**config.mk**
```make
export PLATFORM = sky130hd
export DESIGN_NAME = display_button_scanner
export DESIGN_NICKNAME = d
export VERILOG_FILES = /design/src/rtl/display_pkg.sv /design/src/rtl/tick_gen.sv /design/src/rtl/display_button_scanner.sv
export SDC_FILE = /design/constraint.sdc
export NUM_CORES = 1
export LEC_CHECK = 0
export CAP_MARGIN = 30
export CORE_UTILIZATION = 64
export CTS_CLUSTER_DIAMETER = 120
export DETAILED_ROUTE_END_ITERATION = 8
export GPL_TIMING_DRIVEN = 0
export PLACE_DENSITY = 0.91
export SLEW_MARGIN = 40
export SYNTH_ARGS = -nofsm -noshare
export SYNTH_HDL_FRONTEND = slang
export SYNTH_SLANG_ARGS = --single-unit
```
**constraint.sdc**
```tcl
create_clock -name clk -period 4.55 [get_ports clk]
set_clock_uncertainty 0.05 [all_clocks]
set_input_delay 0.6825 -clock clk [delete_from_list [all_inputs] [get_ports clk]]
set_output_delay 0.6825 -clock clk [all_outputs]
set_load 0.1 [all_outputs]
```
**src/rtl/display_pkg.sv**
```systemverilog
`default_nettype none
// ============================================================================
// Module      : display_pkg
// Description : Shared definitions for the display-board button scanner:
//               scan FSM state encoding and default parameter values.
// Revision    : 1.0 - initial release
// ============================================================================
package display_pkg;

    // Default parameter values (50 MHz system clock)
    localparam int c_N_BITS    = 16;    // serial button bits per scan
    localparam int c_CLK_DIV   = 25;    // clk cycles per shift tick (2 MHz tick)
    localparam int c_GAP_TICKS = 2000;  // idle ticks between scans (1 ms)
    localparam int c_DEB_SCANS = 4;     // identical scans needed to accept

    // Scan FSM states, explicitly encoded
    typedef enum logic [2:0] {
        ST_IDLE   = 3'd0,
        ST_LOAD   = 3'd1,
        ST_SAMPLE = 3'd2,
        ST_HIGH   = 3'd3,
        ST_DONE   = 3'd4
    } scan_state_t;

endpackage : display_pkg
`default_nettype wire

```
**src/rtl/tick_gen.sv**
```systemverilog
`default_nettype none
// ============================================================================
// Module      : tick_gen
// Description : Free-running divider producing a one-cycle tick every
//               CLK_DIV clk cycles, counting from reset release.
// Ports       : clk   - system clock
//               reset - asynchronous active-high reset
//               tick  - registered one-cycle pulse
// Revision    : 1.0 - initial release
// ============================================================================
module tick_gen
    import display_pkg::*;
#(
    parameter int CLK_DIV = c_CLK_DIV
) (
    input  logic clk,
    input  logic reset,
    output logic tick
);

    localparam int c_CW = (CLK_DIV > 1) ? $clog2(CLK_DIV) : 1;

    logic [c_CW-1:0] r_cnt;
    logic            r_tick;

    // The tick is registered one count early so it lands on the same cycle
    // a combinational (r_cnt == CLK_DIV-1) decode would, without the glitch.
    always_ff @(posedge clk or posedge reset) begin
        if (reset) begin
            r_cnt  <= '0;
            r_tick <= 1'b0;
        end else begin
            if (r_cnt == c_CW'(CLK_DIV - 1)) begin
                r_cnt <= '0;
            end else begin
                r_cnt <= r_cnt + c_CW'(1);
            end
            r_tick <= (r_cnt == c_CW'(CLK_DIV - 2));
        end
    end

    assign tick = r_tick;

endmodule : tick_gen
`default_nettype wire

```
**src/rtl/display_button_scanner.sv**
```systemverilog
`default_nettype none
// ============================================================================
// Module      : display_button_scanner
// Description : Periodically reads the display-board 74HC165 button chain
//               (parallel load, then MSB-first serial shift), inverts the
//               active-low data and debounces it over DEB_SCANS scans.
// Ports       : clk, reset       - system clock, async active-high reset
//               enable           - keep scanning; low stops after current scan
//               shift_load       - register parallel load (active low)
//               shift_clkin      - register shift clock (rising edge shifts)
//               shift_out        - serial data from register (active low)
//               buttons          - debounced state, 1 = pressed
//               changed          - one-cycle pulse when buttons updates
//               scan_done        - one-cycle pulse at end of each scan
// Revision    : 1.0 - initial release
// ============================================================================
module display_button_scanner
    import display_pkg::*;
#(
    parameter int N_BITS    = c_N_BITS,
    parameter int CLK_DIV   = c_CLK_DIV,
    parameter int GAP_TICKS = c_GAP_TICKS,
    parameter int DEB_SCANS = c_DEB_SCANS
) (
    input  logic              clk,
    input  logic              reset,
    input  logic              enable,
    output logic              shift_load,
    output logic              shift_clkin,
    input  logic              shift_out,
    output logic [N_BITS-1:0] buttons,
    output logic              changed,
    output logic              scan_done
);

    localparam int c_IW = (N_BITS > 1) ? $clog2(N_BITS) : 1;
    localparam int c_GW = (GAP_TICKS > 1) ? $clog2(GAP_TICKS) : 1;
    localparam int c_DW = $clog2(DEB_SCANS + 1);

    localparam logic [c_IW-1:0] c_IDX_LAST = c_IW'(N_BITS - 1);
    localparam logic [c_GW-1:0] c_GAP_LAST = c_GW'(GAP_TICKS - 1);
    localparam logic [c_DW-1:0] c_DEB_MAX  = c_DW'(DEB_SCANS);

    logic              w_tick;
    logic              r_sync1;
    logic              r_sync2;
    scan_state_t       r_state;
    scan_state_t       w_state_nxt;
    logic [c_IW-1:0]   r_idx;
    logic [c_IW-1:0]   w_idx_nxt;
    logic [c_GW-1:0]   r_gap;
    logic [c_GW-1:0]   w_gap_nxt;
    logic [N_BITS-1:0] r_raw;
    logic [N_BITS-1:0] w_raw_nxt;
    logic              r_shift_load;
    logic              r_shift_clkin;
    logic              r_scan_done;
    logic [N_BITS-1:0] w_scan;
    logic [N_BITS-1:0] r_prev;
    logic [c_DW-1:0]   r_stable_cnt;
    logic [c_DW-1:0]   w_cnt_nxt;
    logic [N_BITS-1:0] r_buttons;
    logic              r_changed;

    tick_gen #(
        .CLK_DIV (CLK_DIV)
    ) u_tick_gen (
        .clk   (clk),
        .reset (reset),
        .tick  (w_tick)
    );

    // Serial data arrives from another board; resynchronise before use
    always_ff @(posedge clk or posedge reset) begin
        if (reset) begin
            r_sync1 <= 1'b0;
            r_sync2 <= 1'b0;
        end else begin
            r_sync1 <= shift_out;
            r_sync2 <= r_sync1;
        end
    end

    // ------------------------------------------------------------------
    // Scan FSM: state register and registered pin drives. The pins are
    // decoded from the next state so they change together with r_state.
    // ------------------------------------------------------------------
    always_ff @(posedge clk or posedge reset) begin
        if (reset) begin
            r_state       <= ST_IDLE;
            r_idx         <= '0;
            r_gap         <= '0;
            r_raw         <= '0;
            r_shift_load  <= 1'b1;
            r_shift_clkin <= 1'b0;
            r_scan_done   <= 1'b0;
        end else begin
            r_state       <= w_state_nxt;
            r_idx         <= w_idx_nxt;
            r_gap         <= w_gap_nxt;
            r_raw         <= w_raw_nxt;
            r_shift_load  <= (w_state_nxt != ST_LOAD);
            r_shift_clkin <= (w_state_nxt == ST_HIGH);
            r_scan_done   <= (w_state_nxt == ST_DONE);
        end
    end

    always_comb begin
        w_state_nxt = r_state;
        w_idx_nxt   = r_idx;
        w_gap_nxt   = r_gap;
        w_raw_nxt   = r_raw;
        case (r_state)
            ST_IDLE: begin
                // Once the gap has elapsed the counter holds, so a later
                // enable starts a scan on the very next tick.
                if (w_tick) begin
                    if (r_gap == c_GAP_LAST) begin
                        if (enable) begin
                            w_state_nxt = ST_LOAD;
                            w_gap_nxt   = '0;
                        end
                    end else begin
                        w_gap_nxt = r_gap + c_GW'(1);
                    end
                end
            end
            ST_LOAD: begin
                w_idx_nxt = '0;
                if (w_tick) begin
                    w_state_nxt = ST_SAMPLE;
                end
            end
            ST_SAMPLE: begin
                // Register presents MSB first
                if (w_tick) begin
                    w_raw_nxt[c_IDX_LAST - r_idx] = r_sync2;
                    w_state_nxt                   = ST_HIGH;
                end
            end
            ST_HIGH: begin
                if (w_tick) begin
                    if (r_idx == c_IDX_LAST) begin
                        w_state_nxt = ST_DONE;
                    end else begin
                        w_idx_nxt   = r_idx + c_IW'(1);
                        w_state_nxt = ST_SAMPLE;
                    end
                end
            end
            ST_DONE: begin
                w_state_nxt = ST_IDLE;
            end
            default: begin
                w_state_nxt = ST_IDLE;
            end
        endcase
    end

    // ------------------------------------------------------------------
    // Debounce: stable_cnt is the saturating length of the current run of
    // identical scans; a new value is accepted only at full run length.
    // ------------------------------------------------------------------
    assign w_scan    = ~r_raw;
    assign w_cnt_nxt = (w_scan != r_prev)          ? c_DW'(1)     :
                       (r_stable_cnt == c_DEB_MAX) ? r_stable_cnt :
                                                     r_stable_cnt + c_DW'(1);

    always_ff @(posedge clk or posedge reset) begin
        if (reset) begin
            r_prev       <= '0;
            r_stable_cnt <= '0;
            r_buttons    <= '0;
            r_changed    <= 1'b0;
        end else begin
            r_changed <= 1'b0;
            if (r_state == ST_DONE) begin
                r_prev       <= w_scan;
                r_stable_cnt <= w_cnt_nxt;
                if ((w_cnt_nxt == c_DEB_MAX) && (w_scan != r_buttons)) begin
                    r_buttons <= w_scan;
                    r_changed <= 1'b1;
                end
            end
        end
    end

    assign shift_load  = r_shift_load;
    assign shift_clkin = r_shift_clkin;
    assign scan_done   = r_scan_done;
    assign buttons     = r_buttons;
    assign changed     = r_changed;

endmodule : display_button_scanner
`default_nettype wire

```
# After elaboration in Yosys (flattened, before gate mapping)
# Cells that the tools add are included.
[op_classes] addsub=5 magnitude_cmp=2 n_eq_ne=18 muxes=21 bitwise_logic=1 n_reduce_logical=8
[ops] cell="$ne A16 B16 Y1" count=2
[ops] cell="$mux W3" count=9
[ops] cell="$mux W11" count=2
[ops] cell="$bwmux W16" count=1
[ops] cell="$not A16 Y16" count=1
[ops] cell="$eq A3 B3 Y1 const B" count=4
[ops] cell="$pmux W3 S4" count=1
[ops] cell="$add A11 B1 Y11 const B" count=1
[ops] cell="$eq A11 B11 Y1 const B" count=1
[ops] cell="$eq A5 B5 Y1 const B" count=2
[ops] cell="$eq A3 B2 Y1 const B" count=3
[ops] cell="$mux W4" count=2
[ops] cell="$pmux W4 S2" count=1
[ops] cell="$reduce_and A3 Y1" count=2
[ops] cell="$add A5 B1 Y5 const B" count=1
[ops] cell="$lt A4 B5 Y1 const B" count=1
[ops] cell="$mux W5" count=1
[ops] cell="$add A4 B1 Y4 const B" count=1
[ops] cell="$demux W1 S4" count=1
[ops] cell="$eq A4 B4 Y1 const B" count=1
[ops] cell="$ge A4 B1 Y1 const B" count=1
[ops] cell="$ne A2 B2 Y1 const B" count=2
[ops] cell="$reduce_and A2 Y1" count=2
[ops] cell="$sub A4 B4 Y4 const A" count=1
[ops] cell="8 further kinds" count=11
[totals] regBits=81 inputBits=4 output_inout_bits=20

# Longest topological paths before layout
# Gate-level depths: netlist (run 1).
[logic_depth] depth_word=7 ltp_mapped=8

# Modules after synthesis
# Synthesis (run 1) repeated with hierarchy kept, for this count alone.
[hier_totals] cells_unflattened=363 area_unflattened_um2=3940.0
[by_module_without_submodules] mod="display_button_scanner" instances=1 cells_per_inst=337 area_per_inst_um2=3654.8 seq_area_each_um2=1878.1
[by_module_without_submodules] mod="tick_gen" instances=1 cells_per_inst=26 area_per_inst_um2=285.3 seq_area_each_um2=150.1

# Worst setup path after synthesis (run 1)
# No wires, ideal clock.
[synth_timing] path_kind="reg2reg" start="register r_buttons[2], in the netlist buttons[2]" end="register r_buttons[0], in the netlist buttons[0]" setup_time_ps=79 arrival_ps=2174 setup_slack_ps=2246 path_stages_with_launch=6 n_path_buf=1 period_less_slack_ps=2304 cell_sequence="dfrtp_1 -> xnor2_1 -> nor4_1 -> a311oi_4 -> buf_6 -> mux2i_1"
[synth_between] elab_chain_cells=3
[synth_lines] item="start, declared" line_no="display_button_scanner.sv:62" rtl="logic [N_BITS-1:0] r_buttons;"
[synth_lines] item="start signal, assigned" line_no="display_button_scanner.sv:181" rtl="r_buttons <= w_scan;"
[synth_lines] item="$ne A16 B16 Y1" line_no="display_button_scanner.sv:180" rtl="if ((w_cnt_nxt == c_DEB_MAX) && (w_scan != r_buttons)) begin"
[synth_lines] item="$logic_and A1 B1 Y1" line_no="display_button_scanner.sv:180"
[synth_lines] item="$reduce_and A2 Y1 (no line)"
# No other way between the ends.
# A chain may end at the register's enable or synchronous reset.

# Worst setup path after layout (run 1)
[layout_timing] start="register r_state[1]" end="register r_buttons[5], in the netlist buttons[5]"
[layout_between] elab_chain_cells=2
[layout_lines] item="start, declared" line_no="display_button_scanner.sv:47" rtl="scan_state_t r_state;"
[layout_lines] item="start signal, assigned" line_no="display_button_scanner.sv:98" rtl="r_state <= w_state_nxt;"
[layout_lines] item="$eq A3 B3 Y1" line_no="display_button_scanner.sv:177" rtl="if (r_state == ST_DONE) begin"
[layout_lines] item="$reduce_and A2 Y1 (no line)"
# No other way between the ends.

==> run_results.csv, run 1 <==
group,metric,value,unit
sta,holdWs,0.3057,ns
final_layout,n_fill_cell,402,
floorplanning,rows,28,
worst_setup_path,path_class,"reg2reg",
final_layout,final_common_cell,"dfrtp_1",
floorplanning,die_width,80.40,um
clocking,htree_num_levels,3,
worst_setup_path,startpoint_type,"flop",
route,ant_nets,0,
final_layout,fin_cells,482,
sta,finalMaxSlewViolations,0,
placed_design,placed_cells,466,
placed_design,port-buffer-count,23,
floorplanning,die_area,6464,um^2
final_layout,num_antenna_cells,0,
final_layout,layout.nets,415,
sta,max_freq,0.3732,GHz
synth,synthAdderAreaFrac,2.863,%
synth,synthMuxAreaShare,9.192,%
grt,grt_overflow,0,
grt,antenna_found_initial,0,
sta,period_share,58.89,%
worst_hold_path,hp-class,"reg2reg",
clocking,cts_made_buffers,9,
synth,synth_top_family_by_area,"simple AND/OR/NAND/NOR gates",
route,detail_route.wl_per_cell,15.87,um
final_layout,multiInputGateArea,1747,um^2
floorplanning,die_y,80.40,um
synth,syn_nets,380,
route,first_pass_iters,4,
route,detail_route.vias_per_cell,5.803,
worst_setup_path,cp.required,4.78,ns
clocking,cts-hold-fix-buffers,0,
final_layout,fin_area,4412,um^2
synth,synth_simple_gate_area_share,15.71,%
route,drcViolationCount,0,
clocking,clkLatencyLatePin,0.36,ns
synth,synth_area,3934,um^2
run,maxCapViolations,0,
synth,yosysWarnings,0,
grt,track_usage,27.01,%
power,power_density,300.5,nW/um^2
power,ir_worst_vdd,0.1957,mV
synth,yosysSeqAreaShare,51.56,%
final_layout,layout-drive-gt1-share,14.99,%
placed_design,placed_area,4190,um^2
synth,netlist_instances,367,
final_layout,areaGrowthSynthToFinish,12.15,%
floorplanning,coreArea,5921,um^2
clocking,post_cts_resized,0,
synth,synth_edf_count,0,
placed_design,gp_congestion,0.8516,
floorplanning,start_util,66.44,%
route,drt-total-wl,7648,um
sta,finalHoldViolCount,0,
grt,grt_max_degree,43,
sta,slew_headroom,57.32,%
sta,tightest_slew,0.6333,ns
grt,grt_pass1_vias,2807,
synth,synth_compound_area_share,6.648,%
worst_setup_path,arrival,2.91,ns
sta,rsz0062_at_grt,"false",
synth,synthArstFlopShare,100.0,%
final_layout,final_cell_mix,"80 x dfrtp_1, 32 x xnor2_1, 30 x nor2_1",
synth,synth_seq_cells,81,
synth,synth-xor-area-share,9.796,%
synth,syn_area_per_cell,10.72,um^2
clocking,cts_setup_buffers,0,
clocking,clkTransAtPathRegs,0.08,ns
final_layout,layout.area.seq,2028,um^2
route,drt_iter0_markers,201,
grt,grt_pass1_wl,12950,um
synth,ys.flop_type,"dfrtp_1",
clocking,clock_path_buffers,2,
worst_setup_path,end_kind,"flop",
status,status,"finished, final reports clean",
sta,setup_viol,0,
floorplanning,ios,24,
sta,final.setup.tns,0,ns
power,p_leak,0.001962,uW
clocking,clock-sinks,81,
route,vias,2797,
sta,fin_crit,2.680,ns
synth,post_synth_num_cell_types,45,
power,total_power,1326,uW
clocking,cts-root-buf,"clkbuf_8",
placed_design,dp_hpwl,5314,um
clocking,tritoncts,"done",
worst_setup_path,path_max_fanout,10,
## cell families (layout without fill, tap and decap cells)
kind of cell | count (synthesis) | count (layout)
adder cells (fa/ha/maj) | 9 | 9
multiplexers | 34 | 34
AO/OA/AOI/OAI | 40 | 40
AND/OR/NAND/NOR | 118 | 118
buffers and inverters | 41 | 81
flip-flops | 81 | 81
XOR/XNOR | 44 | 44
## worst paths after layout
check,start,endpoint,slack [ns],depth (start not counted)
max,r_state[1]$_DFF_PP0_,buttons[5]$_DFFE_PP0P_,1.87,7
min,r_sync1$_DFF_PP0_,r_sync2$_DFF_PP0_,0.31,0
max reg2reg,r_state[1]$_DFF_PP0_,buttons[5]$_DFFE_PP0P_,1.87,7
min reg2reg,r_sync1$_DFF_PP0_,r_sync2$_DFF_PP0_,0.31,0
max in group asynchronous,reset,r_prev[10]$_DFFE_PP0P_,3.29,3
min in group asynchronous,reset,r_raw[1]$_DFFE_PP0P_,0.65,2
## layout make-up
class,count,area share [%]
sequential,81,45.97
multi-input combinational,245,39.59
timing repair buffer,24,3.403
clock buffer,12,3.290
inverter,27,2.411
tap,75,2.127
clock inverter,4,1.730
buffer,14,1.475
## per-layer routing
metal / vias up / part of all wire [%] / track usage [%]
met4: 0 / 1.8 / 12.50
met5: - / 0 / 0
met3: 14 / 4.1 / 6.136
met2: 63 / 51 / 44.83
met1: 1385 / 43 / 33.43
li1: 1335 / - / -
## cells in the mapped netlist (2+ instances only)
master	n	share of area, %
nand2_1	23	2.2
nor4_1	15	2.4
a21oi_1	18	2.3
o41ai_1	2	0.45
nand3b_1	2	0.38
nor2_1	30	2.9
and2_1	4	0.64
nor2b_1	3	0.48
xnor2_1	32	7.1
or3_1	3	0.48
and4b_1	2	0.51
nand2b_1	2	0.32
inv_1	27	2.6
nand4_1	7	1.1
nand3_1	13	1.7
clkbuf_1	11	1.0
mux2i_1	17	4.3
nor3_1	6	0.76
a22o_1	4	0.89
ha_1	9	2.9
dfrtp_1	80	51
mux2_2	17	4.9
xor2_1	12	2.7
o21ai_0	7	0.89
## worst max-delay path: stages (launching register included)
cell	delay, ns
dfrtp_1	0.38
buf_2	0.19
nor3b_4	0.40
o211ai_1	0.19
or3_1	0.44
a311oi_4	0.49
buf_6	0.26
mux2i_1	0.21
## state kept, by name (all words and copies together), names as in the netlist, 3 cells and up
register,flops
r_gap,11
r_stable_cnt,3
buttons,16
r_idx,4
r_prev,16
u_tick_gen.r_cnt,5
r_raw,16
r_state,3
## through the flow
step,worst slack [ns],utilization [%]
floorplan,1.739,-
global placement,0.5612,71.91
detailed placement,1.869,70.77
CTS,1.863,74.51
global route,1.735,74.51
finish,1.870,74.51
## where the power goes
group | total, uW | switching, uW | internal (uW)
Sequential | 721 | 0.971 | 720
Combinational | 20.1 | 15.5 | 4.61
Clock | 585 | 259 | 326
Note: power is estimated with default switching activity, not from simulation.
==> inputs of run 2 (changes only) <==
--- a/config.mk
+++ b/config.mk
@@ -6,11 +6,11 @@
 export NUM_CORES = 1
 export LEC_CHECK = 0
 export CAP_MARGIN = 30
-export CORE_UTILIZATION = 64
+export CORE_UTILIZATION = 53
 export CTS_CLUSTER_DIAMETER = 120
 export DETAILED_ROUTE_END_ITERATION = 8
 export GPL_TIMING_DRIVEN = 0
-export PLACE_DENSITY = 0.91
+export PLACE_DENSITY = 0.81
 export SLEW_MARGIN = 40
 export SYNTH_ARGS = -nofsm -noshare
 export SYNTH_HDL_FRONTEND = slang
==> constraint.sdc (replaced) <==
create_clock -name clk -period 2.3 [get_ports clk]
set_clock_uncertainty 0.05 [all_clocks]
set_input_delay 0.345 -clock clk [delete_from_list [all_inputs] [get_ports clk]]
set_output_delay 0.345 -clock clk [all_outputs]
set_load 0.1 [all_outputs]
==> run_results.csv, run 2 (same netlist as run 1, synthesis figures left out) <==
group,metric,value,unit
floorplanning,ios,24,
worst_setup_path,cp.required,2.52,ns
sta,tightest_slew,0.5921,ns
route,drt_iter0_markers,145,
floorplanning,die_width,88.15,um
grt,grt_overflow,0,
floorplanning,start_util,54.53,%
grt,grt_pass1_wl,13360,um
placed_design,port-buffer-count,23,
clocking,clock_path_buffers,2,
route,detail_route.vias_per_cell,5.578,
power,p_leak,0.002063,uW
worst_setup_path,arrival,2.51,ns
clocking,clkLatencyLatePin,0.36,ns
clocking,clock-sinks,81,
route,first_pass_iters,4,
floorplanning,die_y,88.15,um
worst_setup_path,path_max_fanout,5,
placed_design,placed_area,4284,um^2
route,vias,2895,
worst_setup_path,startpoint_type,"flop",
final_layout,num_antenna_cells,0,
route,ant_nets,0,
final_layout,fin_util,64.65,%
clocking,tritoncts,"done",
sta,finalMaxSlewViolations,0,
sta,slew_headroom,60.09,%
run,maxCapViolations,0,
clocking,cts-hold-fix-buffers,0,
worst_hold_path,hp-class,"in2async",
worst_setup_path,slowest_stage,"or3_4",
grt,track_usage,22.78,%
placed_design,dp_hpwl,5475,um
grt,grt_pass1_vias,2866,
grt,grt_max_degree,25,
power,power_density,595.5,nW/um^2
sta,period_share,99.27,%
final_layout,layout-drive-gt1-share,20.00,%
sta,fin_crit,2.283,ns
floorplanning,rows,31,
placed_design,placed_cells,492,
route,drt-total-wl,8305,um
worst_setup_path,critPathMostFrequentCell,"buf_6",
clocking,clkTransAtPathRegs,0.08,ns
final_layout,areaGrowthSynthToFinish,18.57,%
clocking,cts-root-buf,"clkbuf_8",
worst_setup_path,path_class,"reg2reg",
clocking,htree_num_levels,3,
worst_setup_path,max_stage_delay,0.42,ns
floorplanning,die_area,7770,um^2
status,status,"finished, final reports clean",
worst_setup_path,end_kind,"flop",
final_layout,final_common_cell,"dfrtp_1",
floorplanning,coreArea,7214,um^2
clocking,cts_made_buffers,9,
power,total_power,2778,uW
route,drcViolationCount,0,
sta,max_freq,0.4380,GHz
final_layout,fin_cells,519,
power,ir_worst_vdd,0.4630,mV
placed_design,gp_congestion,0.8203,
final_layout,final_cell_mix,"78 x dfrtp_1, 32 x xnor2_1, 30 x nor2_1",
final_layout,layout.nets,428,
final_layout,n_fill_cell,568,
final_layout,fin_area,4664,um^2
worst_setup_path,crit_chain,"buf_6 > nor3b_4 > o211ai_1 > or3_4 > a311oi_4 > buf_6 > mux2i_1",
sta,finalHoldViolCount,0,
sta,setup_viol,0,
route,detail_route.wl_per_cell,16.00,um
grt,antenna_found_initial,0,
## run 2: cell types whose count changed in the layout (fill, tap and decap cells not counted), sizes merged
cell	before	now
clkbuf	23	21
buf	24	37
clkinvlp	1	3
clkinv	1	0
bufinv	2	3
## run 2: path summary, 6_finish.rpt
| path | cells past startpoint | end | slack (ns) | from |
|---|---|---|---|---|
| worst max-delay path | 7 | buttons[2]$_DFFE_PP0P_ | 0.02 | r_state[1]$_DFF_PP0_ |
| worst min-delay path | 2 | u_tick_gen.r_cnt[1]$_DFF_PP0_ | 0.30 | reset |
| worst max register to register | 7 | buttons[2]$_DFFE_PP0P_ | 0.02 | r_state[1]$_DFF_PP0_ |
| worst min register to register | 0 | r_sync2$_DFF_PP0_ | 0.30 | r_sync1$_DFF_PP0_ |
| max in group asynchronous | 4 | r_prev[10]$_DFFE_PP0P_ | 1.27 | reset |
| min in group clk | 0 | r_sync2$_DFF_PP0_ | 0.30 | r_sync1$_DFF_PP0_ |
## run 2: metal layers
layer  global-route usage [%]  vias up  wire length (um)
met2                    39.11       69              4274
met5                        0        -                 0
li1                         -     1363                 -
met3                    5.372       17               260
met4                    7.918        0               150
met1                    28.25     1446              3619
## run 2: critical path: cells and delay by family (launching register included)
kind / cells / cell delay, ns
simple gates: 2 / 0.68
flops: 1 / 0.41
mux: 1 / 0.21
compound gates: 2 / 0.51
buf+inv: 2 / 0.34
## run 2: final cells by class
class	count	area, um^2	share of cell area [%]
Sequential cell	81	2031	43.54
Multi-Input combinational cell	245	1775	38.06
Timing Repair Buffer	37	302.8	6.491
Clock buffer	10	137.6	2.951
Tap cell	99	123.9	2.656
Clock inverter	6	113.9	2.441
Inverter	27	105.1	2.253
Buffer	14	75.07	1.609
## run 2: power by group
part | internal, uW | switching [uW]
Sequential | 1420 | 1.87
Combinational | 19.7 | 33.0
Clock | 754 | 544
## run 2: timing repair
action / CTS / global route
pin swaps: 4 / 3
endpoints found under the setup margin: 16 / 18
resized for setup: 8 / 4
gates cloned: 1 / 0
buffers inserted: 7 / 3
## run 2: per-stage QoR
step | worst slack [ns] | hold slack (ns) | setup TNS, ns
6_report | 0.01681 | 0.3036 | 0
3_5_place_dp | -0.4096 | 0.2887 | -4.739
4_1_cts | -0.01825 | 0.3079 | -0.01990
5_1_grt | -0.01884 | 0.3083 | -0.04023
3_3_place_gp | -0.3050 | 0.2883 | -3.469
2_1_floorplan | 0.004482 | 0.2812 | 0
